$ cat src/rtl/pixel_array_sequencer.sv
// Pixel array sequencer: ERASE/EXPOSE/CONVERT phase control, ramp code,
// per-pixel first-hit capture and row-by-row valid/ready frame readout.
module pixel_array_sequencer #(
  parameter int ROWS          = 2,
  parameter int COLS          = 2,
  parameter int WIDTH         = 8,
  parameter int ERASE_CYCLES  = 5,
  parameter int EXPOSE_CYCLES = 255
) (
  input  logic                                   CLK,
  input  logic                                   RESET_N,
  input  logic                                   START,
  output logic                                   ERASE,
  output logic                                   EXPOSE,
  output logic                                   CONVERT,
  output logic [WIDTH-1:0]                       RAMP,
  input  logic [ROWS*COLS-1:0]                   CMP,
  output logic [COLS*WIDTH-1:0]                  OUT_DATA,
  output logic [((ROWS>1)?$clog2(ROWS):1)-1:0]   OUT_ROW,
  output logic                                   OUT_VALID,
  input  logic                                   OUT_READY,
  output logic                                   BUSY
);

  localparam int NPIX = ROWS * COLS;
  localparam int RW   = (ROWS > 1) ? $clog2(ROWS) : 1;
  localparam int MAXC = (ERASE_CYCLES > EXPOSE_CYCLES) ?
                        ERASE_CYCLES : EXPOSE_CYCLES;
  localparam int CW   = $clog2(MAXC + 1);

  localparam logic [CW-1:0] E_LAST = CW'(ERASE_CYCLES - 1);
  localparam logic [CW-1:0] X_LAST = CW'(EXPOSE_CYCLES - 1);
  localparam logic [RW-1:0] R_LAST = RW'(ROWS - 1);

  // One-hot so each phase output is a bare flop bit
  typedef enum logic [4:0] {
    IDLE      = 5'b00001,
    ERASE_S   = 5'b00010,
    EXPOSE_S  = 5'b00100,
    CONVERT_S = 5'b01000,
    READ_S    = 5'b10000
  } state_t;

  state_t            state, state_nx;
  logic [CW-1:0]     cnt;
  logic [RW-1:0]     row;
  logic [NPIX-1:0]   flag;
  logic [WIDTH-1:0]  code [NPIX];
  logic              ramp_last;
  logic              row_last;

  assign ERASE     = state[1];
  assign EXPOSE    = state[2];
  assign CONVERT   = state[3];
  assign OUT_VALID = state[4];
  assign BUSY      = ~state[0];
  assign OUT_ROW   = row;
  assign ramp_last = &RAMP;
  assign row_last  = (row == R_LAST);

  always_ff @(posedge CLK or negedge RESET_N) begin
    if (!RESET_N) state <= IDLE;
    else          state <= state_nx;
  end

  always_comb begin
    state_nx = state;
    unique case (1'b1)
      state[0]: if (START)                 state_nx = ERASE_S;
      state[1]: if (cnt == E_LAST)         state_nx = EXPOSE_S;
      state[2]: if (cnt == X_LAST)         state_nx = CONVERT_S;
      state[3]: if (ramp_last)             state_nx = READ_S;
      state[4]: if (OUT_READY && row_last) state_nx = IDLE;
      default:                             state_nx = IDLE;
    endcase
  end

  always_ff @(posedge CLK or negedge RESET_N) begin
    if (!RESET_N)               cnt <= '0;
    else if (state_nx != state) cnt <= '0;
    else if (ERASE || EXPOSE)   cnt <= cnt + CW'(1);
  end

  // Ramp sits at 0 outside CONVERT and wraps to 0 on the last code
  always_ff @(posedge CLK or negedge RESET_N) begin
    if (!RESET_N)                  RAMP <= '0;
    else if (CONVERT && !ramp_last) RAMP <= RAMP + WIDTH'(1);
    else                           RAMP <= '0;
  end

  // Saturation on the last edge equals a capture at the final code
  always_ff @(posedge CLK or negedge RESET_N) begin
    if (!RESET_N) begin
      flag <= '0;
      for (int i = 0; i < NPIX; i++) code[i] <= '0;
    end else if (state[0] && START) begin
      flag <= '0;
    end else if (CONVERT) begin
      for (int i = 0; i < NPIX; i++) begin
        if (!flag[i] && (CMP[i] || ramp_last)) begin
          flag[i] <= 1'b1;
          code[i] <= RAMP;
        end
      end
    end
  end

  always_ff @(posedge CLK or negedge RESET_N) begin
    if (!RESET_N)                   row <= '0;
    else if (OUT_VALID && OUT_READY) row <= row_last ? '0 : row + RW'(1);
  end

  always_comb begin
    OUT_DATA = '0;
    for (int r = 0; r < ROWS; r++) begin
      if (row == RW'(r)) begin
        for (int c = 0; c < COLS; c++)
          OUT_DATA[c*WIDTH +: WIDTH] = code[r*COLS + c];
      end
    end
  end

endmodule

$ cat config.mk
export PLATFORM = sky130hd
export DESIGN_NAME = pixel_array_sequencer
export DESIGN_NICKNAME = d
export VERILOG_FILES = /design/src/rtl/pixel_array_sequencer.sv
export SDC_FILE = /design/constraint.sdc
export NUM_CORES = 1
export LEC_CHECK = 0
export CAP_MARGIN = 40
export CORE_MARGIN = 4
export CORE_UTILIZATION = 45
export DETAILED_ROUTE_END_ITERATION = 10
export GPL_ROUTABILITY_DRIVEN = 0
export PLACE_DENSITY_LB_ADDON = 0.12
export SETUP_SLACK_MARGIN = 0.3
export SYNTH_ARGS = -nofsm -noshare
export SYNTH_HDL_FRONTEND = slang
export SYNTH_SLANG_ARGS = --single-unit
$ cat constraint.sdc
create_clock -name CLK -period 4.3 [get_ports CLK]
set_clock_uncertainty 0.05 [all_clocks]
set_input_delay 1.29 -clock CLK [delete_from_list [all_inputs] [get_ports CLK]]
set_output_delay 1.29 -clock CLK [all_outputs]
set_load 0.1 [all_outputs]
Word level (Yosys, flattened, before mapping)
Cells that the tools add are included.
Widths: inputs -> output; s select.

storage, ports and cells
  register bits = 58
  input port bits = 8
  logic and storage cells = 70

cells by class
  bitwise operators = 2
  equal/unequal tests = 3
  multiplexer cells = 17
  add/sub/neg operators = 3
  reduce and logical (&&, ||, !) cells = 33

operators by type and width
  operator             number
  $pmux 5 s5           1
  $mux 8               3
  $add 8x1->8 const B  2
  $mux 16              1
  $mux 4               3
  $reduce_and 3->1     4
  $reduce_bool 2->1    6
  $mux 5               2
  $eq 8x3->1 const B   1
  $eq 8x8->1 const B   1
  $logic_and 1x1->1    8
  $reduce_and 2->1     4
  $reduce_and 8->1     1
  $logic_not 1->1      5
  $logic_or 1x1->1     5
  $mux 1               5
  $ne 5x5->1           1
  $mux 3               1
  $mux 2               1
  $not 1->1            2
  $add 1x1->1 const B  1

Logic depth before layout (Yosys ltp)
Gate-level depths: netlist (run 1).

  depth in word-level cells = 6
  depth in mapped cells = 7
  mapped depth without buffers = 6

Worst setup path before layout (run 1)
OpenSTA, ideal clock, no wires.

  path kind = register -> output
  from = register row, in the netlist OUT_ROW
  to = output OUT_DATA[10]
  setup slack = 0.765 ns
  stages on the path, launching flop included = 4
  required time = 2.960 ns
  arrival = 2.195 ns
  path through = dfrtp_1 > buf_2 > buf_1 > mux2_2

on the way
  word-level cells in the longest chain between the ends = 1

RTL lines
  element                   line  text
  start: declaration        46    logic [RW-1:0] row;
  start signal: assignment  110   else if (OUT_VALID && OUT_READY) row <= row_last ? '0 : row + RW'(1);
  $mux 16                   116   if (row == RW'(r)) begin
  end: declaration          18    output logic [COLS*WIDTH-1:0] OUT_DATA,

Every way passes these cells.

Final worst setup path (run 1)
  from = register RAMP[3]
  to = output RAMP[3]

RTL lines
  element                   line  text
  start: declaration        16    output logic [WIDTH-1:0] RAMP,
  start signal: assignment  87    else if (CONVERT && !ramp_last) RAMP <= RAMP + WIDTH'(1);

No word-level cell between the ends.

==> impl_metrics.ini, run 1 <==
[outcome]
status = finished clean

[final_layout]
final_area_um2 = 3493
area_growth_pct = 28.31
antennaDiodeCount = 0
final-instance-count-excl-fill = 353
nNetsFinal = 286
layout-drive-gt1-share = 0.3201

[placed_design]
portBuffers = 37
hpwlAfterDp_mm = 3.874
placed_area_um2 = 3304
place_inst = 338

[yosys]
syn-cell-area_um2 = 2723
ys_warn_count = 0
syn_inst = 219
synth-main-ff-cell = dfrtp_1
yosysSeqAreaShare = 0.5335
synthDominantCellAreaShare = 0.5239
syn_area_per_cell_um2 = 12.43
synth_top_cell_by_area = dfrtp_1
synthTopCellsByArea = dfrtp_1 (52%), mux2_1 (10%), mux2_2 (9.5%)
async_flop_share = 1.000
synth.distinct_cells = 39
synth_edf_count = 0
ys_seq_elements = 58
synthesis.nets = 231

[power_and_ir_drop]
leakagePower_nw = 1.687
powerDensity_nw_per_um2 = 409.5
irDropWorstVdd_uv = 382.7

[cts]
cts-root-buf = clkbuf_8
clockBufferDepth = 2
cts_tree = built
clk_pin_slew_ns = 0.06
htree_levels = 3
ctsHoldBuffers = 0
post_cts_resized = 0
numCtsBuffers = 9
post_cts_buffers = 0
cts_sinks = 58
clk_latency_ns = 0.34

[run]
drv_cap = 0

[drt]
wl_mm = 5.556
remaining_drc_errors = 0
vias_per_cell = 5.164
drt_iter0_drc = 80
vias = 1823
ant_nets = 0
dr.pass1.iters = 4
wl_per_cell_um = 15.74

[grt]
grt_max_degree = 33
global_route.overflow_total = 0
antenna_found_initial = 0
grt_pass1_wl_mm = 9.666
grt_pass1_vias = 1876
grt_usage = 0.1737

[timing]
period_share = 0.6931
tightestPinTransition_ns = 0.7365
rsz0062_at_grt = no
layout_min_cycle_time_ns = 2.980
max-slew-margin-rel = 0.5038
tns_ns = 0
fmax_mhz = 335.5
final-hold-violation-count = 0
finalSetupViolCount = 0
holdWs_ns = 0.4384
final_max_slew_viol_count = 0

[critical_path]
slowest_delay_ns = 0.58
arrival_ns = 1.64
cp-startpoint = RAMP[3]
reg2reg_from = RAMP[0]
rrSetupSlack_ns = 2.19
cp.required_ns = 2.96
crit_chain = clkdlybuf4s50_1 > buf_8
worstReg2RegEnd = cnt[7]
end_kind = output port
cpMaxStageDelayCell = clkdlybuf4s50_1
critPathKind = flop to output port
critPathMaxFanout = 9
cp-start-kind = flop
reg2reg_depth = 5

[min_path]
hold_class = flop to flop
hold_path_depth = 1
min_from = code[23]
whs_endpoint = code[23]

[floorplanning]
core_um2 = 5886
start_util = 0.4626
io_pins = 38
die_y_um = 85.79
die_width_um = 85.79
fp.dieArea_um2 = 7359
rows = 28
[registers in the layout, summed over array words and instances, names as in the netlist]
signal / count
code: 32
cnt: 8
OUT_ROW: 1
RAMP: 8
flag: 4
state: 5
[synth_stat cells, types with 2 or more instances]
cell type,instances
ha_1,4
xnor2_1,8
o21ai_2,4
xor2_1,5
buf_2,2
nor3_1,3
buf_6,2
nand4_1,4
inv_1,11
nor2_2,7
nor2_1,15
a21oi_1,5
nand3_1,6
o21ai_0,10
nor2_4,2
dfrtp_1,57
mux2_1,25
nand2_1,6
mux2_2,23
[layout make-up]
type / instances / area [um2]
clock buffers: 13 / 178.9
clock inverters: 2 / 10.01
fillers: 501 / 2392
inverters: 11 / 41.29
multi-input cells: 143 / 1181
flip-flops and latches: 58 / 1453
well taps: 75 / 93.84
repair buffers: 51 / 535.5
[layout by cell type (no fill, tap or decap), types with 5 or more instances in the layout]
cell type        Yosys  final
nor2_2               7      7
xnor2_1              8      8
clkbuf_8             0     13
mux2_2              23     23
dfrtp_1             57     57
buf_8                0     12
nand2_1              6      6
mux2_1              25     25
inv_1               11     11
a21oi_1              5      5
nand3_1              6      6
xor2_1               5      5
buf_4                1     19
clkdlybuf4s50_1      0     18
nor2_1              15     15
o21ai_0             10     10
[metal layers]
metal,share of wire,routed length [um],GRT usage,up-vias
met5,0,0,0,-
met4,0.016,87,0.06475,0
met3,0.045,250,0.05764,10
met2,0.51,2824,0.2846,37
met1,0.43,2394,0.2138,899
li1,-,-,-,877
[through the flow]
stage	worst slack (ns)	utilization	total power [mW]
final	1.320	0.5935	1.431
after global routing	1.232	0.5935	1.505
after CTS	1.300	0.5935	1.447
after detailed placement	1.317	0.5614	0.9704
after global placement	1.272	0.5261	0.9324
after floorplan	0.7647	-	0.8705
[worst max-delay path, delay by kind of cell (launching register included)]
kind | cells | cell delay (ns)
buffers and inverters | 2 | 0.78
flip-flops | 1 | 0.52
[power breakdown]
| group | internal [mW] | switching, mW |
|---|---|---|
| sequential | 0.586 | 0.0493 |
| combinational | 0.122 | 0.202 |
| clock | 0.267 | 0.205 |
| total | 0.975 | 0.456 |
[worst max-delay path by stage]
stage               slack (ns)  cells after the start      endpoint
finish                    1.32                      2       RAMP[3]
global route              1.23                      2       RAMP[3]
CTS                       1.30                      2       RAMP[3]
floorplan                 0.76                      3  OUT_DATA[10]
global placement          1.27                      1       RAMP[3]
detailed placement        1.32                      5        cnt[7]
[kinds of logic after synthesis]
logic type | after synthesis | share of synthesized area
compound gates | 26 | 0.06342
xor+xnor | 13 | 0.04182
fa+ha+maj | 4 | 0.01838
buf+inv | 18 | 0.03263
flops | 58 | 0.5336
mux | 49 | 0.2022
simple gates | 51 | 0.1080
Note: power is estimated with default switching activity, not from simulation.
==> run 2, diff against run 1 <==
==> constraint.sdc (replaced) <==
create_clock -name CLK -period 2.9 [get_ports CLK]
set_clock_uncertainty 0.05 [all_clocks]
set_input_delay 0.87 -clock CLK [delete_from_list [all_inputs] [get_ports CLK]]
set_output_delay 0.87 -clock CLK [all_outputs]
set_load 0.1 [all_outputs]
==> impl_metrics.ini, run 2 (synthesized netlist as in run 1, its figures left out) <==
[floorplanning]
io_pins = 38
die_width_um = 85.79
die_y_um = 85.79
core_um2 = 5886
fp.dieArea_um2 = 7359
rows = 28
start_util = 0.4626

[critical_path]
worstReg2RegEnd = cnt[5]
path_depth = 2
critPathMaxFanout = 20
critPathKind = flop to output port
cp.required_ns = 1.98
arrival_ns = 1.54
crit_chain = mux2_2 > buf_12
critPathCapture = OUT_DATA[14]
rrSetupSlack_ns = 0.79
end_kind = output port
cp_top_family = flip-flops
cp.buffers_inverters = 1
slowest_delay_ns = 0.61
reg2reg_from = RAMP[0]
cp-start-kind = flop
cp-startpoint = OUT_ROW
cpMaxStageDelayCell = dfrtp_4
reg2reg_depth = 5

[drt]
vias_per_cell = 5.196
drt_iter0_drc = 66
wl_per_cell_um = 15.04
vias = 1772
wl_mm = 5.128
dr.pass1.iters = 4
remaining_drc_errors = 0
ant_nets = 0

[placed_design]
hpwlAfterDp_mm = 3.573
dp_slack_ns = 0.3459
portBuffers = 37
placed_area_um2 = 3287

[timing]
tns_ns = 0
postLayoutSetupSlackWorst_ns = 0.4421
finalSetupViolCount = 0
fmax_mhz = 406.8
layout_min_cycle_time_ns = 2.458
max-slew-margin-rel = 0.5512
rsz0062_at_grt = no
final-hold-violation-count = 0
period_share = 0.8476
tightestPinTransition_ns = 0.6662
final_max_slew_viol_count = 0

[power_and_ir_drop]
irDropWorstVdd_uv = 393.4
powerDensity_nw_per_um2 = 603.4
total_power_mw = 2.103
leakagePower_nw = 1.653

[final_layout]
final_common_cell = dfrtp_1
regMostFlops = code
layout-drive-gt1-share = 0.3271
nNetsFinal = 273
area_growth_pct = 27.99
antennaDiodeCount = 0
largest_reg_flops = 32
final_cell_mix = dfrtp_1 (56), mux2_1 (25), mux2_2 (22)
fill_cells = 496
final_area_um2 = 3485
largestRegisters = code: 32 flops, RAMP: 8 flops, cnt: 8 flops

[cts]
clockBufferDepth = 2
clk_pin_slew_ns = 0.06
cts-root-buf = clkbuf_8
htree_levels = 3
post_cts_buffers = 0
ctsHoldBuffers = 0
cts_tree = built
numCtsBuffers = 9
cts_sinks = 58
clk_latency_ns = 0.33
post_cts_resized = 0

[grt]
grt_max_degree = 52
global_route.overflow_total = 0
grt_usage = 0.1570
grt_pass1_vias = 1788
grt_pass1_wl_mm = 8.832
antenna_found_initial = 0

[min_path]
hold_class = input port to asynchronous set/reset pin

[outcome]
status = finished clean

[run]
drv_cap = 0
## run 2: cell types whose count changed in the layout (fill, tap and decap cells not counted)
cell and delta:
buf_4 -5, buf_12 +17, buf_16 -1, dfrtp_1 -1, bufinv_16 +1, mux2_2 -1, clkbuf_8 -2, clkdlybuf4s50_1 -12
clkbuf_1 +3, clkinv_2 -1, dfrtp_4 +1, mux2_4 +1, buf_8 -12
## run 2: final cells by class
| cell class | instances | area [um2] | area share |
|---|---|---|---|
| Clock inverter | 2 | 35.03 | 0.01005 |
| Sequential cell | 58 | 1456 | 0.4180 |
| Tap cell | 75 | 93.84 | 0.02693 |
| Timing Repair Buffer | 38 | 510.5 | 0.1465 |
| Multi-Input combinational cell | 143 | 1185 | 0.3400 |
| Inverter | 11 | 41.29 | 0.01185 |
| Clock buffer | 14 | 162.7 | 0.04668 |
## run 2: report_power, final
group	switching [mW]	leakage (nW)	internal [mW]
clock network	0.294	0.101	0.444
registers	0.0767	0.791	0.869
logic	0.289	0.761	0.130
total	0.660	1.65	1.44
## run 2: worst min-delay path by stage
stage / depth (start not counted) / end / slack (ns)
finish: 1 / flag[0] / 0.33
global route: 1 / OUT_ROW / 0.33
CTS: 1 / flag[0] / 0.32
detailed placement: 1 / code[27] / 0.43
global placement: 1 / code[6] / 0.42
floorplan: 1 / code[0] / 0.41
## run 2: metal layers
layer	vias to the layer above	GRT usage	part of all wire
li1	846	-	-
met5	-	0	0
met4	0	0.07770	0.018
met2	37	0.2345	0.47
met1	879	0.2124	0.47
met3	10	0.04035	0.043
## run 2: through the flow
step / cells / hold slack, ns / util
after global placement: 325 / 0.4188 / 0.5585
after detailed placement: 325 / 0.4289 / 0.5585
after global routing: 341 / 0.3258 / 0.5920
final: 341 / 0.3343 / 0.5920
after CTS: 341 / 0.3177 / 0.5920
after floorplan: 219 / 0.4085 / -
## run 2: worst register-to-register path, cell delays in order, from the launching register on
cell,delay [ns]
dfrtp_1,0.50
ha_1,0.32
nand4_4,0.14
nor3_1,0.09
or4_1,0.75
nor2_2,0.19
==> run 3, diff against run 2 <==
==> constraint.sdc (replaced) <==
create_clock -name CLK -period 2.5 [get_ports CLK]
set_clock_uncertainty 0.05 [all_clocks]
set_input_delay 0.75 -clock CLK [delete_from_list [all_inputs] [get_ports CLK]]
set_output_delay 0.75 -clock CLK [all_outputs]
set_load 0.1 [all_outputs]
==> impl_metrics.ini, run 3 (synthesized netlist as in run 1, its figures left out) <==
[outcome]
status = finished clean

[final_layout]
layout-drive-gt1-share = 0.3613
antennaDiodeCount = 0
final-instance-count-excl-fill = 349
largestRegisters = code: 32 flops, RAMP: 8 flops, cnt: 8 flops
final_cell_mix = dfrtp_1 (52), mux2_1 (25), buf_12 (24)
nNetsFinal = 281
largest_reg_flops = 32
final_common_cell = dfrtp_1
regMostFlops = code
area_growth_pct = 33.32

[grt]
global_route.overflow_total = 0
antenna_found_initial = 0
grt_pass1_wl_mm = 9.059
grt_max_degree = 59
grt_pass1_vias = 1841
grt_usage = 0.1606

[placed_design]
hpwlAfterDp_mm = 3.596
portBuffers = 37
place_inst = 328

[floorplanning]
core_um2 = 5886
fp.dieArea_um2 = 7359
die_width_um = 85.79
die_y_um = 85.79
io_pins = 38
start_util = 0.4626
rows = 28

[drt]
wl_mm = 5.324
vias = 1800
drt_iter0_drc = 61
wl_per_cell_um = 15.26
ant_nets = 0
vias_per_cell = 5.158
remaining_drc_errors = 0
dr.pass1.iters = 4

[cts]
clk_latency_ns = 0.32
cts-root-buf = clkbuf_8
htree_levels = 3
clk_pin_slew_ns = 0.06
cts_tree = built
clockBufferDepth = 2
ctsHoldBuffers = 0
cts_sinks = 58
numCtsBuffers = 9

[timing]
final-hold-violation-count = 0
final_max_slew_viol_count = 0
layout_min_cycle_time_ns = 2.287
rsz0062_at_grt = yes
finalSetupViolCount = 0
tightestPinTransition_ns = 0.5351
fmax_mhz = 437.3
period_share = 0.9146
max-slew-margin-rel = 0.6432
tns_ns = 0

[critical_path]
cp.required_ns = 1.70
end_kind = output port
critPathMaxFanout = 8
cp-start-kind = flop
critPathKind = flop to output port
arrival_ns = 1.49

[power_and_ir_drop]
powerDensity_nw_per_um2 = 637.9
total_power_mw = 2.315
leakagePower_nw = 1.700
irDropWorstVdd_uv = 600.7

[run]
drv_cap = 0

[min_path]
hold_class = input port to asynchronous set/reset pin
run 3: worst paths after layout:
check | startpoint | end | slack, ns | cells after the start
max | OUT_ROW | OUT_DATA[9] | 0.21 | 3
min | RESET_N | code[2] | 0.36 | 2
max reg2reg | RAMP[1] | code[1] | 0.54 | 5
min reg2reg | code[26] | code[26] | 0.44 | 1
max in group asynchronous | RESET_N | state[0] | 1.72 | 2
min in group CLK | code[26] | code[26] | 0.44 | 1
run 3: layout make-up:
class | count | area, um2
Timing Repair Buffer | 46 | 658.1
Inverter | 11 | 41.29
Multi-Input combinational cell | 143 | 1211
Clock inverter | 3 | 15.01
Tap cell | 75 | 93.84
Fill cell | 487 | 2256
Sequential cell | 58 | 1461
Clock buffer | 13 | 148.9
run 3: what timing repair did:
item	in CTS	in global routing
gates resized for setup	2	0
endpoints found under the setup margin	16	16
gates cloned	0	0
buffers inserted	5	0
run 3: worst max-delay path: stages (launching register included):
cell and delay (ns):
dfrtp_4 0.51, buf_12 0.16, mux2_4 0.31, buf_12 0.17
run 3: power breakdown:
| part | switching, mW | leakage (nW) | internal (mW) |
|---|---|---|---|
| logic | 0.334 | 0.829 | 0.161 |
| registers | 0.0868 | 0.784 | 1.01 |
| clock network | 0.343 | 0.0872 | 0.382 |
| total | 0.764 | 1.70 | 1.55 |
run 3: metal layers:
| metal | share of wire | up-vias | GRT usage |
|---|---|---|---|
| li1 | - | 863 | - |
| met5 | 0 | - | 0 |
| met3 | 0.040 | 10 | 0.03746 |
| met2 | 0.51 | 35 | 0.2655 |
| met4 | 0.020 | 0 | 0.07626 |
| met1 | 0.43 | 892 | 0.1985 |
run 3: per-stage QoR:
step           hold slack, ns  cell area (um2)  setup WS, ns    util
2_1_floorplan          0.4044             2775        0.3004       -
3_3_place_gp           0.4212             3403        0.1976  0.5782
3_5_place_dp           0.4266             3403        0.1608  0.5782
4_1_cts                0.3713             3630        0.2090  0.6167
5_1_grt                0.3825             3630        0.1799  0.6167
6_report               0.3585             3630        0.2135  0.6167
